### src/rtl/alu_pkg.sv
// rtl/alu_pkg.sv - opcode encodings, flag bit positions and per-opcode flag write mask
package alu_pkg;

  typedef logic [3:0] opcode_t;

  localparam opcode_t OP_ADD    = 4'd0;
  localparam opcode_t OP_SUB    = 4'd1;
  localparam opcode_t OP_XOR    = 4'd2;
  localparam opcode_t OP_RED    = 4'd3;
  localparam opcode_t OP_SLL    = 4'd4;
  localparam opcode_t OP_SRA    = 4'd5;
  localparam opcode_t OP_ROR    = 4'd6;
  localparam opcode_t OP_PADDSB = 4'd7;
  localparam opcode_t OP_LW     = 4'd8;
  localparam opcode_t OP_SW     = 4'd9;
  localparam opcode_t OP_LLB    = 4'd10;
  localparam opcode_t OP_LHB    = 4'd11;
  localparam opcode_t OP_PCS    = 4'd14;

  localparam int FLAG_N = 2;
  localparam int FLAG_V = 1;
  localparam int FLAG_Z = 0;

  // Which of {N,V,Z} an opcode is allowed to overwrite when it commits.
  function automatic logic [2:0] flag_mask(input opcode_t op);
    logic [2:0] m;
    m = '0;
    case (op)
      OP_ADD, OP_SUB: begin
        m[FLAG_N] = 1'b1;
        m[FLAG_V] = 1'b1;
        m[FLAG_Z] = 1'b1;
      end
      OP_XOR, OP_RED, OP_SLL, OP_SRA, OP_ROR: m[FLAG_Z] = 1'b1;
      default: m = '0;
    endcase
    return m;
  endfunction

endpackage

### src/rtl/alu_core.sv
// rtl/alu_core.sv - combinational ALU datapath: result, signed overflow and flag write mask
module alu_core
  import alu_pkg::*;
#(
  parameter int WIDTH = 16,
  parameter int IMMW  = WIDTH / 2
) (
  input  opcode_t          opcode,
  input  logic [WIDTH-1:0] a,
  input  logic [WIDTH-1:0] b,
  input  logic [IMMW-1:0]  imm,
  input  logic [WIDTH-1:0] pc,
  output logic [WIDTH-1:0] result,
  output logic             v,
  output logic [2:0]       mask
);

  localparam int SHW    = $clog2(WIDTH);
  localparam int LANES8 = WIDTH / 8;
  localparam int LANES4 = WIDTH / 4;

  logic [SHW-1:0]   sh;
  logic [WIDTH-1:0] sum;
  logic [WIDTH-1:0] diff;
  logic [WIDTH-1:0] red;
  logic [WIDTH-1:0] psat;
  logic [WIDTH-1:0] ror_r;
  logic [WIDTH-1:0] ls_addr;
  logic [4:0]       lane_sum;

  assign sh = imm[SHW-1:0];

  always_comb begin
    sum     = a + b;
    diff    = a - b;
    ror_r   = (a >> sh) | (a << (WIDTH - int'(sh)));
    ls_addr = {b[WIDTH-1:1], 1'b0} + (WIDTH'($signed(imm[3:0])) << 1);

    red = '0;
    for (int i = 0; i < LANES8; i++) begin
      red = red + WIDTH'($signed(a[8*i +: 8])) + WIDTH'($signed(b[8*i +: 8]));
    end

    // 5-bit lane sum: bits 4 and 3 disagree exactly when the nibble overflowed.
    psat     = '0;
    lane_sum = '0;
    for (int i = 0; i < LANES4; i++) begin
      lane_sum = {a[4*i+3], a[4*i +: 4]} + {b[4*i+3], b[4*i +: 4]};
      if (lane_sum[4] != lane_sum[3]) psat[4*i +: 4] = lane_sum[4] ? 4'h8 : 4'h7;
      else                            psat[4*i +: 4] = lane_sum[3:0];
    end
  end

  always_comb begin
    result = '0;
    v      = 1'b0;
    case (opcode)
      OP_ADD: begin
        result = sum;
        v      = (a[WIDTH-1] == b[WIDTH-1]) && (sum[WIDTH-1] != a[WIDTH-1]);
      end
      OP_SUB: begin
        result = diff;
        v      = (a[WIDTH-1] != b[WIDTH-1]) && (diff[WIDTH-1] != a[WIDTH-1]);
      end
      OP_XOR:        result = a ^ b;
      OP_RED:        result = red;
      OP_SLL:        result = a << sh;
      OP_SRA:        result = WIDTH'($signed(a) >>> sh);
      OP_ROR:        result = ror_r;
      OP_PADDSB:     result = psat;
      OP_LW, OP_SW:  result = ls_addr;
      OP_LLB:        result = {a[WIDTH-1:IMMW], imm};
      OP_LHB:        result = {imm, a[IMMW-1:0]};
      OP_PCS:        result = pc + WIDTH'(2);
      default:       result = '0;
    endcase
  end

  assign mask = flag_mask(opcode);

endmodule

### src/rtl/alu_pipe.sv
// rtl/alu_pipe.sv - two-stage valid/ready ALU pipeline with committed N/V/Z flag register
module alu_pipe
  import alu_pkg::*;
#(
  parameter int WIDTH = 16,
  parameter int IMMW  = WIDTH / 2
) (
  input  logic             clk,
  input  logic             rst,
  input  logic             in_valid,
  output logic             in_ready,
  input  logic [3:0]       opcode,
  input  logic [WIDTH-1:0] a,
  input  logic [WIDTH-1:0] b,
  input  logic [IMMW-1:0]  imm,
  input  logic [WIDTH-1:0] pc,
  output logic             out_valid,
  input  logic             out_ready,
  output logic [WIDTH-1:0] result,
  output logic [3:0]       out_opcode,
  output logic [2:0]       flags
);

  logic             s1_valid;
  opcode_t          s1_opcode;
  logic [WIDTH-1:0] s1_a;
  logic [WIDTH-1:0] s1_b;
  logic [IMMW-1:0]  s1_imm;
  logic [WIDTH-1:0] s1_pc;

  logic             s1_load;
  logic             s2_load;
  logic [WIDTH-1:0] core_result;
  logic             core_v;
  logic [2:0]       core_mask;
  logic [2:0]       nvz_new;

  // No skid buffer: S1 frees up only in the cycle S2 takes its contents.
  assign s2_load  = s1_valid && (!out_valid || out_ready);
  assign in_ready = !s1_valid || s2_load;
  assign s1_load  = in_valid && in_ready;

  always_ff @(posedge clk) begin
    if (rst) begin
      s1_valid  <= 1'b0;
      s1_opcode <= '0;
      s1_a      <= '0;
      s1_b      <= '0;
      s1_imm    <= '0;
      s1_pc     <= '0;
    end else if (s1_load) begin
      s1_valid  <= 1'b1;
      s1_opcode <= opcode;
      s1_a      <= a;
      s1_b      <= b;
      s1_imm    <= imm;
      s1_pc     <= pc;
    end else if (s2_load) begin
      s1_valid  <= 1'b0;
    end
  end

  alu_core #(
    .WIDTH (WIDTH),
    .IMMW  (IMMW)
  ) u_core (
    .opcode (s1_opcode),
    .a      (s1_a),
    .b      (s1_b),
    .imm    (s1_imm),
    .pc     (s1_pc),
    .result (core_result),
    .v      (core_v),
    .mask   (core_mask)
  );

  always_comb begin
    nvz_new         = '0;
    nvz_new[FLAG_N] = core_result[WIDTH-1];
    nvz_new[FLAG_V] = core_v;
    nvz_new[FLAG_Z] = (core_result == '0);
  end

  // Flags commit on the same edge the producing result enters S2.
  always_ff @(posedge clk) begin
    if (rst) begin
      out_valid  <= 1'b0;
      result     <= '0;
      out_opcode <= '0;
      flags      <= '0;
    end else if (s2_load) begin
      out_valid  <= 1'b1;
      result     <= core_result;
      out_opcode <= s1_opcode;
      flags      <= (flags & ~core_mask) | (nvz_new & core_mask);
    end else if (out_ready) begin
      out_valid  <= 1'b0;
    end
  end

endmodule

### config.mk
export PLATFORM = sky130hd
export DESIGN_NAME = alu_pipe
export DESIGN_NICKNAME = d
export VERILOG_FILES = /design/src/rtl/alu_pkg.sv /design/src/rtl/alu_core.sv /design/src/rtl/alu_pipe.sv
export SDC_FILE = /design/constraint.sdc
export NUM_CORES = 1
export LEC_CHECK = 0
export BUFFER_PORTS_ARGS = -buffer_cell sky130_fd_sc_hd__buf_2
export CORE_MARGIN = 2
export CORE_UTILIZATION = 30
export CTS_CLUSTER_SIZE = 16
export DETAILED_ROUTE_END_ITERATION = 10
export PLACE_DENSITY_LB_ADDON = 0.05
export SLEW_MARGIN = 10
export SYNTH_ARGS = -nofsm -noshare
export SYNTH_HDL_FRONTEND = slang
export SYNTH_HIERARCHICAL = 1
export SYNTH_SLANG_ARGS = --single-unit
export TNS_END_PERCENT = 100
### constraint.sdc
create_clock -name clk -period 5.7 [get_ports clk]
set_clock_uncertainty 0.05 [all_clocks]
set_input_delay 0.855 -clock clk [delete_from_list [all_inputs] [get_ports clk]]
set_output_delay 0.855 -clock clk [all_outputs]
set_load 0.005 [all_outputs]
[Yosys cells after proc, flatten, opt, wreduce, memory -nomap -nowiden]
Cells that the tools add are included.
Word-level totals
  register bits: 85
  input bits: 64
  output and inout port bits: 25
  logic and storage cells: 83
Operators by class
  add/subtract/negate cells: 12
  eq/ne operators: 20
  shift-type cells: 4
  multiplexer cells: 16
  bitwise logic cells: 6
  reductions and logical operators: 15
Operators by type and width (count)
  $pmux W16 S12: 1
  $add A16 B16 Y16: 3
  $mux W4: 8
  $shl A16 B32 Y16: 1
  $add A4 B4 Y5: 4
  $eq A4 B4 Y1 const B: 5
  $add A16 B2 Y16 const B: 1
  $eq A4 B3 Y1 const B: 4
  $logic_not A16 Y1: 1
  $or A16 B16 Y16: 1
  $shl A16 B4 Y16: 1
  $shr A16 B4 Y16: 1
  $sshr A16 B4 Y16: 1
  $sub A16 B16 Y16: 1
  $xor A16 B16 Y16: 1
  $add A9 B8 Y10: 1
  $add A8 B8 Y9: 1
  $eq A4 B2 Y1 const B: 2
  $ne A1 B1 Y1: 7
  $reduce_or A7 Y1: 1
  $and A3 B3 Y3: 2
  $sub A5 B4 Y6 const A: 1
  $mux W1: 5
  $eq A4 B1 Y1 const B: 1
  other kinds (11): 18

[Longest topological paths before layout]
Gate-level depths: netlist of the first run.
  depth after elaboration: 7
  depth in mapped cells: 18

[Modules after synthesis]
Netlist of the first run, hierarchy kept.
Modules (own cells, without submodules)
  alu_core: times used 1, cells each 967, area each 6885.4 µm², seq. area each 0.0 µm²
  alu_pipe: times used 1, cells each 394, area each 3289.4 µm², seq. area each 1701.6 µm²

[Least setup slack after synthesis of the first run]
Ideal clock, no wire load.
  path type: register to register
  start point: register s1_a[9]
  end point: register with a tool-made name
  arrival: 4.213 ns
  slack: 1.346 ns
  cell stages (with the launch flop): 19
  clock period less this slack: 4.354 ns
  cells stage by stage: dfxtp_1 clkbuf_1 inv_1 fa_1 fa_1 inv_1 ha_1 fa_1 a21o_1 a21oi_1 nor2b_1 o21a_1 o41ai_1 xnor2_1 a22oi_1 o211ai_1 nor4_1 nand4_1 a311oi_1
RTL lines
  start, declared: RTL line alu_pipe.sv:26  | logic [WIDTH-1:0] s1_a;
  start signal, assigned: RTL line alu_pipe.sv:47  | s1_a <= '0;
  start signal, assigned: RTL line alu_pipe.sv:54  | s1_a <= a;

==> summary.md, run 1 <==
| Metric | Value |
|---|---|
| Status | complete, no violations |
| Max VDD drop | 119.0 µV |
| Multiplexer area fraction after synthesis | 0.1121 |
| Area delta synth->final | 9.654% |
| First-pass GRT wire length | 70,780 µm |
| Post-synth top area share | 0.1672 |
| CTS clock-pin slew for the worst setup and hold paths | 70 ps |
| Pwr Density | 197.2 nW/µm² |
| Post-Synthesis Cells | 1,361 |
| Placement Setup Slack | 893.0 ps |
| Least-Margin Pin Slew | 958.1 ps |
| CP Capture Type | register |
| Cell Area, Placed | 10,860 µm² |
| Fillcell total | 3,650 |
| Net Switching | 0.9043 mW |
| Ys Warns | 6 |
| WS Path Type | reg2reg |
| PnR Total Power | 2.200 mW |
| Switch share | 0.4111 |
| Core Region | 33,450 µm² |
| Syn avg cell area | 7.476 µm² |
| Simple-Gate Fraction of Synth Area | 0.1897 |
| Root Buffer | clkbuf_16 |
| Post-DP HPWL | 37,170 µm |
| Commonest non-fill, non-tap cell in the layout | a21oi_1 |
| Number of global-route vias before repair | 10.32k |
| CTS tree | yes |
| FFs w/ async S/R, synth | 0 |
| Average wire per standard cell | 26.14 µm |
| Clock share of power | 0.278 |
| Int Power | 1.296 mW |
| Fin worst setup slack | 876.0 ps |
| Main combinational cell family by area after synthesis | compound AO/OA/AOI/OAI gates |
| Syn nets | 1,505 |
| Compound-gate portion of the synthesized area | 0.2850 |
| Crit path time final | 4824 ps |
| Drt total wl | 47,730 µm |
| Final period utilization | 0.8463 |
| Setup violators final | 0 |
| Peak fanout along the critical path | 13 |
| Final Hold Viols | 0 |
| Initial antenna violation count | 0 |
| Total GRT Usage | 0.2680 |
| Antenna Nets Post-Route | 0 |
| Die Ht | 188.2 µm |
| I/O Buffers | 88 |
| Slew Viols, Final | 0 |
| H-tree depth | 3 |
| WP data arrival | 5060 ps |
| # DRC | 0 |
| Crit-path slowest cell | dfxtp_1 |
| Via count | 10.86k |
| Post-Synth Adder-Cell Area | 0.1163 |
| CP max stage delay | 600 ps |
| Worst Setup Start Kind | register |
| Max-cap violations | 0 |
| Worst Path Required | 5930 ps |
| Avg Vias per Cell | 5.950 |
| Cell family with most CP delay | compound AO/OA/AOI/OAI gates |
| Sequential-to-total area share from yosys stat | 0.1672 |
| Clk sinks | 85 |
| Synth top area cells | dfxtp_1 (17%), ha_1 (7.0%), a21oi_1 (6.9%) |
| Io pins | 89 |
| Hold crit path type | reg2reg |
| Post-synthesis xor/xnor area fraction | 0.04562 |
| Hold Buf Count CTS | 0 |
| # resized after CTS | 0 |
| Most frequent cells in the layout | a21oi_1 (141), o21ai_0 (129), nand3_1 (106), nor2_1 (99), buf_2 (88) |
| Full die area | 35,400 µm² |
| Seq pwr share | 0.314 |
| Clk_lat worst skew | 370 ps |
| Clock Tree Buf Depth | 2 |
| Combinational share of power | 0.408 |
| Starting density of the core | 0.3042 |
| Num CTS Buffers | 9 |
| Number of synthesized flops with an enable pin | 0 |
| Crit path cell chain | inv_1 > fa_1 > fa_1 > inv_1 > ha_1 > a21o_1 > a211oi_1 > o21bai_1 > o31ai_1 > a41o_1 > a31o_2 > a2111oi_0 > o221ai_1 > nor4_1 > nand4_1 > a311oi_1 |
| Worst Hold Margin | 428.5 ps |
| Drt pass-1 iters | 6 |
| Initial DRC count | 1,133 |
| Post-CTS Repair Setup Buffers | 0 |
| Gpl congestion | 1.017 |
| Synth Cell Area | 10,170 µm² |
| RSZ-0062 raised after global routing | false |
| Total gr overflow | 0 |
| Buffers and inverters on the worst path | 2 |
| Synth cell types | 81 |
| Layout cell share with drive strength beyond 1 | 0.1365 |
| Die Wd | 188.2 µm |
| Synth area leader | dfxtp_1 |
| Main synth FF type | dfxtp_1 |
| Nets | 1,516 |
| Largest net degree at the start of global routing | 63 |
| Achievable Freq | 0.2073 GHz |
| Max_slew headroom | 0.3603 |
| Design Area, Final | 11,160 µm² |
| FP Rows | 67 |
| LEAKAGE | 4.270 nW |
| Setup TNS | 0 ps |
| Yosys reg bits | 85 |
==> registers in the layout, summed over array words and instances (netlist names), 4 cells and up, named ones only <==
register,flops
s1_imm,8
out_opcode,4
s1_opcode,4
s1_a,16
result,16
s1_b,16
s1_pc,16
==> worst reg2reg max path, stage by stage (launching register included) <==
cell and delay [ps]:
dfxtp_1 600, inv_1 180, fa_1 530, fa_1 520
inv_1 70, ha_1 280, a21o_1 140, a211oi_1 90
o21bai_1 230, o31ai_1 150, a41o_1 320, a31o_2 240
a2111oi_0 380, o221ai_1 280, nor4_1 280, nand4_1 140
a311oi_1 270
==> Yosys cell counts, types with 27 or more instances <==
| cell | n |
|---|---|
| nand2_1 | 68 |
| nor3_1 | 32 |
| inv_1 | 72 |
| ha_1 | 57 |
| xnor2_1 | 37 |
| o21ai_0 | 129 |
| mux2i_1 | 42 |
| buf_2 | 27 |
| clkbuf_1 | 70 |
| nand3_1 | 106 |
| a21oi_1 | 141 |
| dfxtp_1 | 85 |
| nor2_1 | 99 |
==> power groups by stage <==
stage / Sequential, mW / Clock [mW] / Combinational (mW)
floorplan: 0.670 / 0 / 0.595
global placement: 0.703 / 0 / 0.890
detailed placement: 0.703 / 0 / 0.879
CTS: 0.689 / 0.634 / 0.884
global route: 0.694 / 0.651 / 0.969
finish: 0.690 / 0.611 / 0.899
==> per-stage QoR <==
stage | utilization | cells
after floorplan | - | 1361
after global placement | 0.3246 | 1809
final | 0.3336 | 1826
after CTS | 0.3335 | 1825
after detailed placement | 0.3246 | 1809
after global routing | 0.3335 | 1825
==> cells by family after synthesis <==
logic type	count (synthesis)
flip-flops	85
buffers and inverters	195
XOR/XNOR	53
AND/OR/NAND/NOR	398
adder cells (fa/ha/maj)	81
AO/OA/AOI/OAI	471
multiplexers	78
==> cell type report <==
cell class,count,area [µm²],share of cell area
inverter,75,286.5,0.02568
clock inverter,6,68.82,0.006168
multi-input combinational,1081,7621,0.6831
sequential,85,1708,0.1531
antenna,1,2.502,0.0002243
clock buffer,10,229.0,0.02052
timing repair buffer,120,680.7,0.06101
tap,448,560.5,0.05024
==> path summary, 6_finish.rpt <==
check                                                   to  depth (start not counted)  slack (ps)                        from
worst max-delay path                              register                         16         880        s1_a[2]$_SDFFE_PP0P_
worst min-delay path            out_opcode[2]$_SDFFE_PP0P_                          2         430  out_opcode[2]$_SDFFE_PP0P_
worst max register to register                    register                         16         880        s1_a[2]$_SDFFE_PP0P_
worst min register to register  out_opcode[2]$_SDFFE_PP0P_                          2         430  out_opcode[2]$_SDFFE_PP0P_
==> layer usage <==
layer / vias up / part of all wire / track usage
met5: - / 0 / 0
met4: 0 / 0.033 / 0.09116
met3: 75 / 0.058 / 0.03369
met2: 404 / 0.44 / 0.4093
met1: 5329 / 0.47 / 0.3871
li1: 5056 / - / -
Note: power is estimated with default switching activity, not from simulation.
==> inputs of run 2 (changes only) <==
==> constraint.sdc (replaced) <==
create_clock -name clk -period 4.7 [get_ports clk]
set_clock_uncertainty 0.05 [all_clocks]
set_input_delay 0.705 -clock clk [delete_from_list [all_inputs] [get_ports clk]]
set_output_delay 0.705 -clock clk [all_outputs]
set_load 0.005 [all_outputs]
==> run 2 against run 1 <==
First-iteration DRC count is 1.5% lower. Global-route usage up 0.28 points. Final cell count increased by 1.4%. Cell area rose by 2.2%. Worst setup slack got worse by 610 ps. Critical path type unchanged. Clock power is 24% higher. Largest power group unchanged. Clock-buffer cell count fell by 1. Total power increased by 24%. Combinational power is 29% higher. Sequential share of layout area down 0.33 points.
==> summary.md, run 2 (synthesis results as in run 1) <==
| Metric | Value |
|---|---|
| Full die area | 35,400 µm² (unchanged) |
| Setup TNS | 0 ps (unchanged) |
| Worst Hold Margin | 428.4 ps (was 428.5 ps) |
| LEAKAGE | 4.420 nW (was 4.270 nW) |
| WP data arrival | 4660 ps (was 5060 ps) |
| Number of global-route vias before repair | 10.54k (was 10.32k) |
| Clock Tree Buf Depth | 2 (unchanged) |
| Hold Path Cell Cnt | 2 (unchanged) |
| Worst Setup Start Kind | register (unchanged) |
| Most frequent cells in the layout | a21oi_1 (141), o21ai_0 (129), nand3_1 (106), nor2_1 (99), buf_2 (88) (unchanged) |
| Pwr Density | 238.6 nW/µm² (was 197.2 nW/µm²) |
| Clk sinks | 85 (unchanged) |
| Initial antenna violation count | 1 (was 0) |
| Layout cell share with drive strength beyond 1 | 0.1541 (was 0.1365) |
| Final Hold Viols | 0 (unchanged) |
| Hold path start | result[4]$_SDFFE_PP0P_ (was out_opcode[2]$_SDFFE_PP0P_) |
| Final period utilization | 0.9443 (was 0.8463) |
| Area delta synth->final | 12.08% (was 9.654%) |
| Die Wd | 188.2 µm (unchanged) |
| Commonest non-fill, non-tap cell in the layout | a21oi_1 (unchanged) |
| Max_slew headroom | 0.2561 (was 0.3603) |
| Antenna Nets Post-Route | 0 (unchanged) |
| Io pins | 89 (unchanged) |
| Achievable Freq | 0.2253 GHz (was 0.2073 GHz) |
| Worst Path Required | 4920 ps (was 5930 ps) |
| Slew Viols, Final | 0 (unchanged) |
| Placement Setup Slack | 187.4 ps (was 893.0 ps) |
| Gpl congestion | 0.9979 (was 1.017) |
| CTS clock-pin slew for the worst setup and hold paths | 70 ps (about the same) |
| Average wire per standard cell | 26.18 µm (was 26.14 µm) |
| Via count | 11.19k (was 10.86k) |
| Num CTS Buffers | 9 (unchanged) |
| Max-cap violations | 0 (unchanged) |
| Initial DRC count | 1,116 (was 1,133) |
| WS Path Type | reg2reg (unchanged) |
| Avg Vias per Cell | 6.047 (was 5.950) |
| Crit path time final | 4438 ps (was 4824 ps) |
| Status | complete, no violations (unchanged) |
| I/O Buffers | 88 (unchanged) |
| Least-Margin Pin Slew | 1112 ps (was 958.1 ps) |
| RR Startpoint | s1_b[1]$_SDFFE_PP0P_ (was s1_a[2]$_SDFFE_PP0P_) |
| Total gr overflow | 0 (unchanged) |
| H-tree depth | 3 (unchanged) |
| Total GRT Usage | 0.2708 (was 0.2680) |
| Core Region | 33,450 µm² (unchanged) |
| Final Util | 0.3409 (was 0.3336) |
| Drt pass-1 iters | 5 (was 6) |
| Nets | 1,541 (was 1,516) |
| Root Buffer | clkbuf_16 (unchanged) |
| Starting density of the core | 0.3042 (unchanged) |
| CP Capture Type | register (unchanged) |
| Max VDD drop | 138.3 µV (was 119.0 µV) |
| Largest net degree at the start of global routing | 65 (was 63) |
| Hold Buf Count CTS | 0 (unchanged) |
| R2R depth | 17 (was 16) |
| Post-DP HPWL | 37,420 µm (was 37,170 µm) |
| Hold crit path type | reg2reg (unchanged) |
| FF-to-FF setup slack | 260 ps (was 880 ps) |
| RSZ-0062 raised after global routing | false (unchanged) |
| CTS tree | yes (unchanged) |
| # DRC | 0 (unchanged) |
| FP Rows | 67 (unchanged) |
| Fin worst setup slack | 261.7 ps (was 876.0 ps) |
| Peak fanout along the critical path | 3 (was 13) |
| Drt total wl | 48,450 µm (was 47,730 µm) |
| Clk_lat worst skew | 360 ps (was 370 ps) |
| Die Ht | 188.2 µm (unchanged) |
| Setup violators final | 0 (unchanged) |
| Post-CTS Repair Setup Buffers | 0 (unchanged) |
| Worst hold endpoint | result[4]$_SDFFE_PP0P_ (was out_opcode[2]$_SDFFE_PP0P_) |
| First-pass GRT wire length | 71,740 µm (was 70,780 µm) |
| PnR Total Power | 2.721 mW (was 2.200 mW) |
[run 2: critical path, cell delays in order (launching register included)]
cell and delay (ps):
dfxtp_1 310, inv_1 140, fa_1 460, fa_1 510, inv_1 40, ha_1 210
fa_1 410, a21o_1 200, a21oi_1 240, nor2b_1 100, o21a_1 210, o41ai_1 340
xnor2_1 110, a22oi_1 200, o211ai_1 150, nor4_2 280, nand4_1 120, a311oi_1 260
[run 2: how the worst max path moves through the flow]
stage                    startpoint        to  slack [ps]
2_1_floorplan  s1_a[9]$_SDFFE_PP0P_  register         350
3_3_place_gp   s1_a[1]$_SDFFE_PP0P_  register         260
3_5_place_dp   s1_b[1]$_SDFFE_PP0P_  register         190
4_1_cts        s1_b[1]$_SDFFE_PP0P_  register         200
5_1_grt        s1_b[1]$_SDFFE_PP0P_  register          30
6_report       s1_b[1]$_SDFFE_PP0P_  register         260
[run 2: repair_timing]
| item | in CTS | in global routing |
|---|---|---|
| endpoints found under the setup margin | 0 | 1 |
| hold endpoints to repair | 0 | 0 |
| gates resized for setup | 0 | 2 |
[run 2: metrics by stage]
step / instance area, µm² / std cells
after floorplan: 10170 / 1361
after global placement: 11090 / 1834
after detailed placement: 11090 / 1834
after CTS: 11390 / 1850
after global routing: 11400 / 1850
final: 11400 / 1851
[run 2: power by group]
| group | total, mW | switching (mW) | internal (mW) |
|---|---|---|---|
| clock network | 0.758 | 0.342 | 0.416 |
| logic | 1.16 | 0.736 | 0.419 |
| registers | 0.807 | 0.0463 | 0.761 |
[run 2: cell type report]
type | instances | area [µm²]
clock buffers | 9 | 225.2
flip-flops and latches | 85 | 1708
well taps | 448 | 560.5
fillers | 3635 | 22040
multi-input cells | 1081 | 7631
inverters | 75 | 286.5
clock inverters | 7 | 71.32
repair buffers | 145 | 918.4
diodes | 1 | 2.502
[run 2: layer usage]
metal | track usage | wire [µm]
met1 | 0.3863 | 21850
met2 | 0.4171 | 21380
met3 | 0.03182 | 3267
met4 | 0.1005 | 1945
met5 | 0 | 9
==> inputs of run 3 (changes only) <==
--- a/config.mk
+++ b/config.mk
@@ -7,7 +7,7 @@
 export LEC_CHECK = 0
 export BUFFER_PORTS_ARGS = -buffer_cell sky130_fd_sc_hd__buf_2
 export CORE_MARGIN = 2
-export CORE_UTILIZATION = 30
+export CORE_UTILIZATION = 55
 export CTS_CLUSTER_SIZE = 16
 export DETAILED_ROUTE_END_ITERATION = 10
 export PLACE_DENSITY_LB_ADDON = 0.05
==> run 3 against run 2 <==
Critical path depth down 5. Worst hold slack worse by 3.6 ps. Global-route usage up 16 points. Sequential power about the same. Final cell count down 12%. Clock-buffer cell count up 2. First-iteration DRC count up 48%. Routed wire length down 12%.
==> summary.md, run 3 (synthesis results as in run 1) <==
| Metric | Value |
|---|---|
| Status | complete, no violations (unchanged) |
| Avg Vias per Cell | 7.033 (was 6.047) |
| Max VDD drop | 166.4 µV (was 138.3 µV) |
| Starting density of the core | 0.5626 (was 0.3042) |
| Drt total wl | 42,850 µm (was 48,450 µm) |
| Slew Viols, Final | 0 (unchanged) |
| Worst Hold Margin | 424.8 ps (was 428.4 ps) |
| First-pass GRT wire length | 64,400 µm (was 71,740 µm) |
| PnR Total Power | 2.713 mW (was 2.721 mW) |
| Clk_lat worst skew | 360 ps (about the same) |
| Pwr Density | 244.9 nW/µm² (was 238.6 nW/µm²) |
| H-tree depth | 3 (unchanged) |
| Initial DRC count | 1,655 (was 1,116) |
| # resized after CTS | 0 (unchanged) |
| Placement Setup Slack | 268.2 ps (was 187.4 ps) |
| Max_slew headroom | 0.3395 (was 0.2561) |
| Largest net degree at the start of global routing | 63 (was 65) |
| Fin worst setup slack | 280.6 ps (was 261.7 ps) |
| Final period utilization | 0.9403 (was 0.9443) |
| Hold crit path type | reg2reg (unchanged) |
| I/O Buffers | 88 (unchanged) |
| Layout cell share with drive strength beyond 1 | 0.1521 (was 0.1541) |
| Clock Tree Buf Depth | 2 (unchanged) |
| Most frequent cells in the layout | a21oi_1 (141), o21ai_0 (129), nand3_1 (106), nor2_1 (99), buf_2 (88) (unchanged) |
| Num CTS Buffers | 9 (unchanged) |
| Design Area, Final | 11,080 µm² (was 11,400 µm²) |
| Setup violators final | 0 (unchanged) |
| Drt pass-1 iters | 7 (was 5) |
| Finished Layout Cells | 1,629 (was 1,851) |
| Hold Buf Count CTS | 0 (unchanged) |
| Clk sinks | 85 (unchanged) |
| Number of global-route vias before repair | 10.49k (was 10.54k) |
| WP data arrival | 4630 ps (was 4660 ps) |
| Die Ht | 140.0 µm (was 188.2 µm) |
| WS Path Type | reg2reg (unchanged) |
| Max-cap violations | 0 (unchanged) |
| Cell Area, Placed | 10,760 µm² (was 11,090 µm²) |
| # DRC | 0 (unchanged) |
| Root Buffer | clkbuf_16 (unchanged) |
| Least-Margin Pin Slew | 987.1 ps (was 1112 ps) |
| Worst Setup Start Kind | register (unchanged) |
| Ant diodes | 0 (was 1) |
| Antenna Nets Post-Route | 0 (unchanged) |
| Gpl congestion | 1.088 (was 0.9979) |
| Via count | 11.46k (was 11.19k) |
| RSZ-0062 raised after global routing | false (unchanged) |
| FP Rows | 49 (was 67) |
| Worst Setup SP | s1_a[8]$_SDFFE_PP0P_ (was s1_b[1]$_SDFFE_PP0P_) |
| Area delta synth->final | 8.866% (was 12.08%) |
| Die Wd | 140.0 µm (was 188.2 µm) |
| Initial antenna violation count | 1 (unchanged) |
| Commonest non-fill, non-tap cell in the layout | a21oi_1 (unchanged) |
| Peak fanout along the critical path | 4 (was 3) |
| CP Capture Type | register (unchanged) |
| Crit path time final | 4419 ps (was 4438 ps) |
| Total gr overflow | 0 (unchanged) |
| Final Hold Viols | 0 (unchanged) |
| Average wire per standard cell | 26.30 µm (was 26.18 µm) |
| RR Startpoint | s1_a[8]$_SDFFE_PP0P_ (was s1_b[1]$_SDFFE_PP0P_) |
| Fillcell total | 1,720 (was 3,635) |
| LEAKAGE | 4.402 nW (was 4.420 nW) |
| Core Region | 18,090 µm² (was 33,450 µm²) |
| Post-CTS Repair Setup Buffers | 0 (unchanged) |
| Total GRT Usage | 0.4328 (was 0.2708) |
| Achievable Freq | 0.2263 GHz (was 0.2253 GHz) |
| Post-DP HPWL | 32,470 µm (was 37,420 µm) |
| CTS clock-pin slew for the worst setup and hold paths | 70 ps (about the same) |
| Hold path start | result[2]$_SDFFE_PP0P_ (was result[4]$_SDFFE_PP0P_) |
| Setup TNS | 0 ps (unchanged) |
| Worst Path Required | 4910 ps (was 4920 ps) |
| Final Util | 0.6125 (was 0.3409) |
| CTS tree | yes (unchanged) |
| Nets | 1,539 (was 1,541) |
| Io pins | 89 (unchanged) |
| Full die area | 19,600 µm² (was 35,400 µm²) |
| Placed cell count | 1,613 (was 1,834) |
run 3: worst max-delay path: stages, from the launching register on:
cell	delay, ps
dfxtp_1	410
ha_1	370
fa_1	340
nor2b_1	240
nor4_1	70
a21oi_1	610
o221ai_1	220
or4_1	510
a2111oi_0	490
o21ai_0	210
nor4_1	370
nand4_1	130
a311oi_1	290
run 3: path summary, 6_finish.rpt:
kind / cells after the start / slack (ps) / to
max reg2reg: 12 / 280 / register
min: 2 / 420 / result[2]$_SDFFE_PP0P_
max: 12 / 280 / register
min reg2reg: 2 / 420 / result[2]$_SDFFE_PP0P_
run 3: area by class of cell:
cell class                      instances  area, µm²  area share
Multi-Input combinational cell       1081       7634      0.6891
Sequential cell                        85       1708      0.1542
Clock inverter                          5      66.31    0.005987
Inverter                               75      286.5     0.02587
Clock buffer                           11      242.7     0.02191
Tap cell                              229      286.5     0.02587
Timing Repair Buffer                  143      853.3     0.07704
run 3: layer usage:
| metal | global-route usage | vias up | part of all wire | wire length, µm |
|---|---|---|---|---|
| met4 | 0.2084 | 2 | 0.059 | 2519 |
| met2 | 0.6479 | 782 | 0.42 | 18130 |
| li1 | - | 5090 | - | - |
| met1 | 0.5818 | 5429 | 0.40 | 17010 |
| met3 | 0.1152 | 154 | 0.12 | 5171 |
| met5 | 0 | - | 0.00026 | 11 |
run 3: power breakdown:
group          switching (mW)  internal (mW)
clock network           0.352          0.436
registers              0.0462          0.761
logic                   0.707          0.411
total                    1.11           1.61
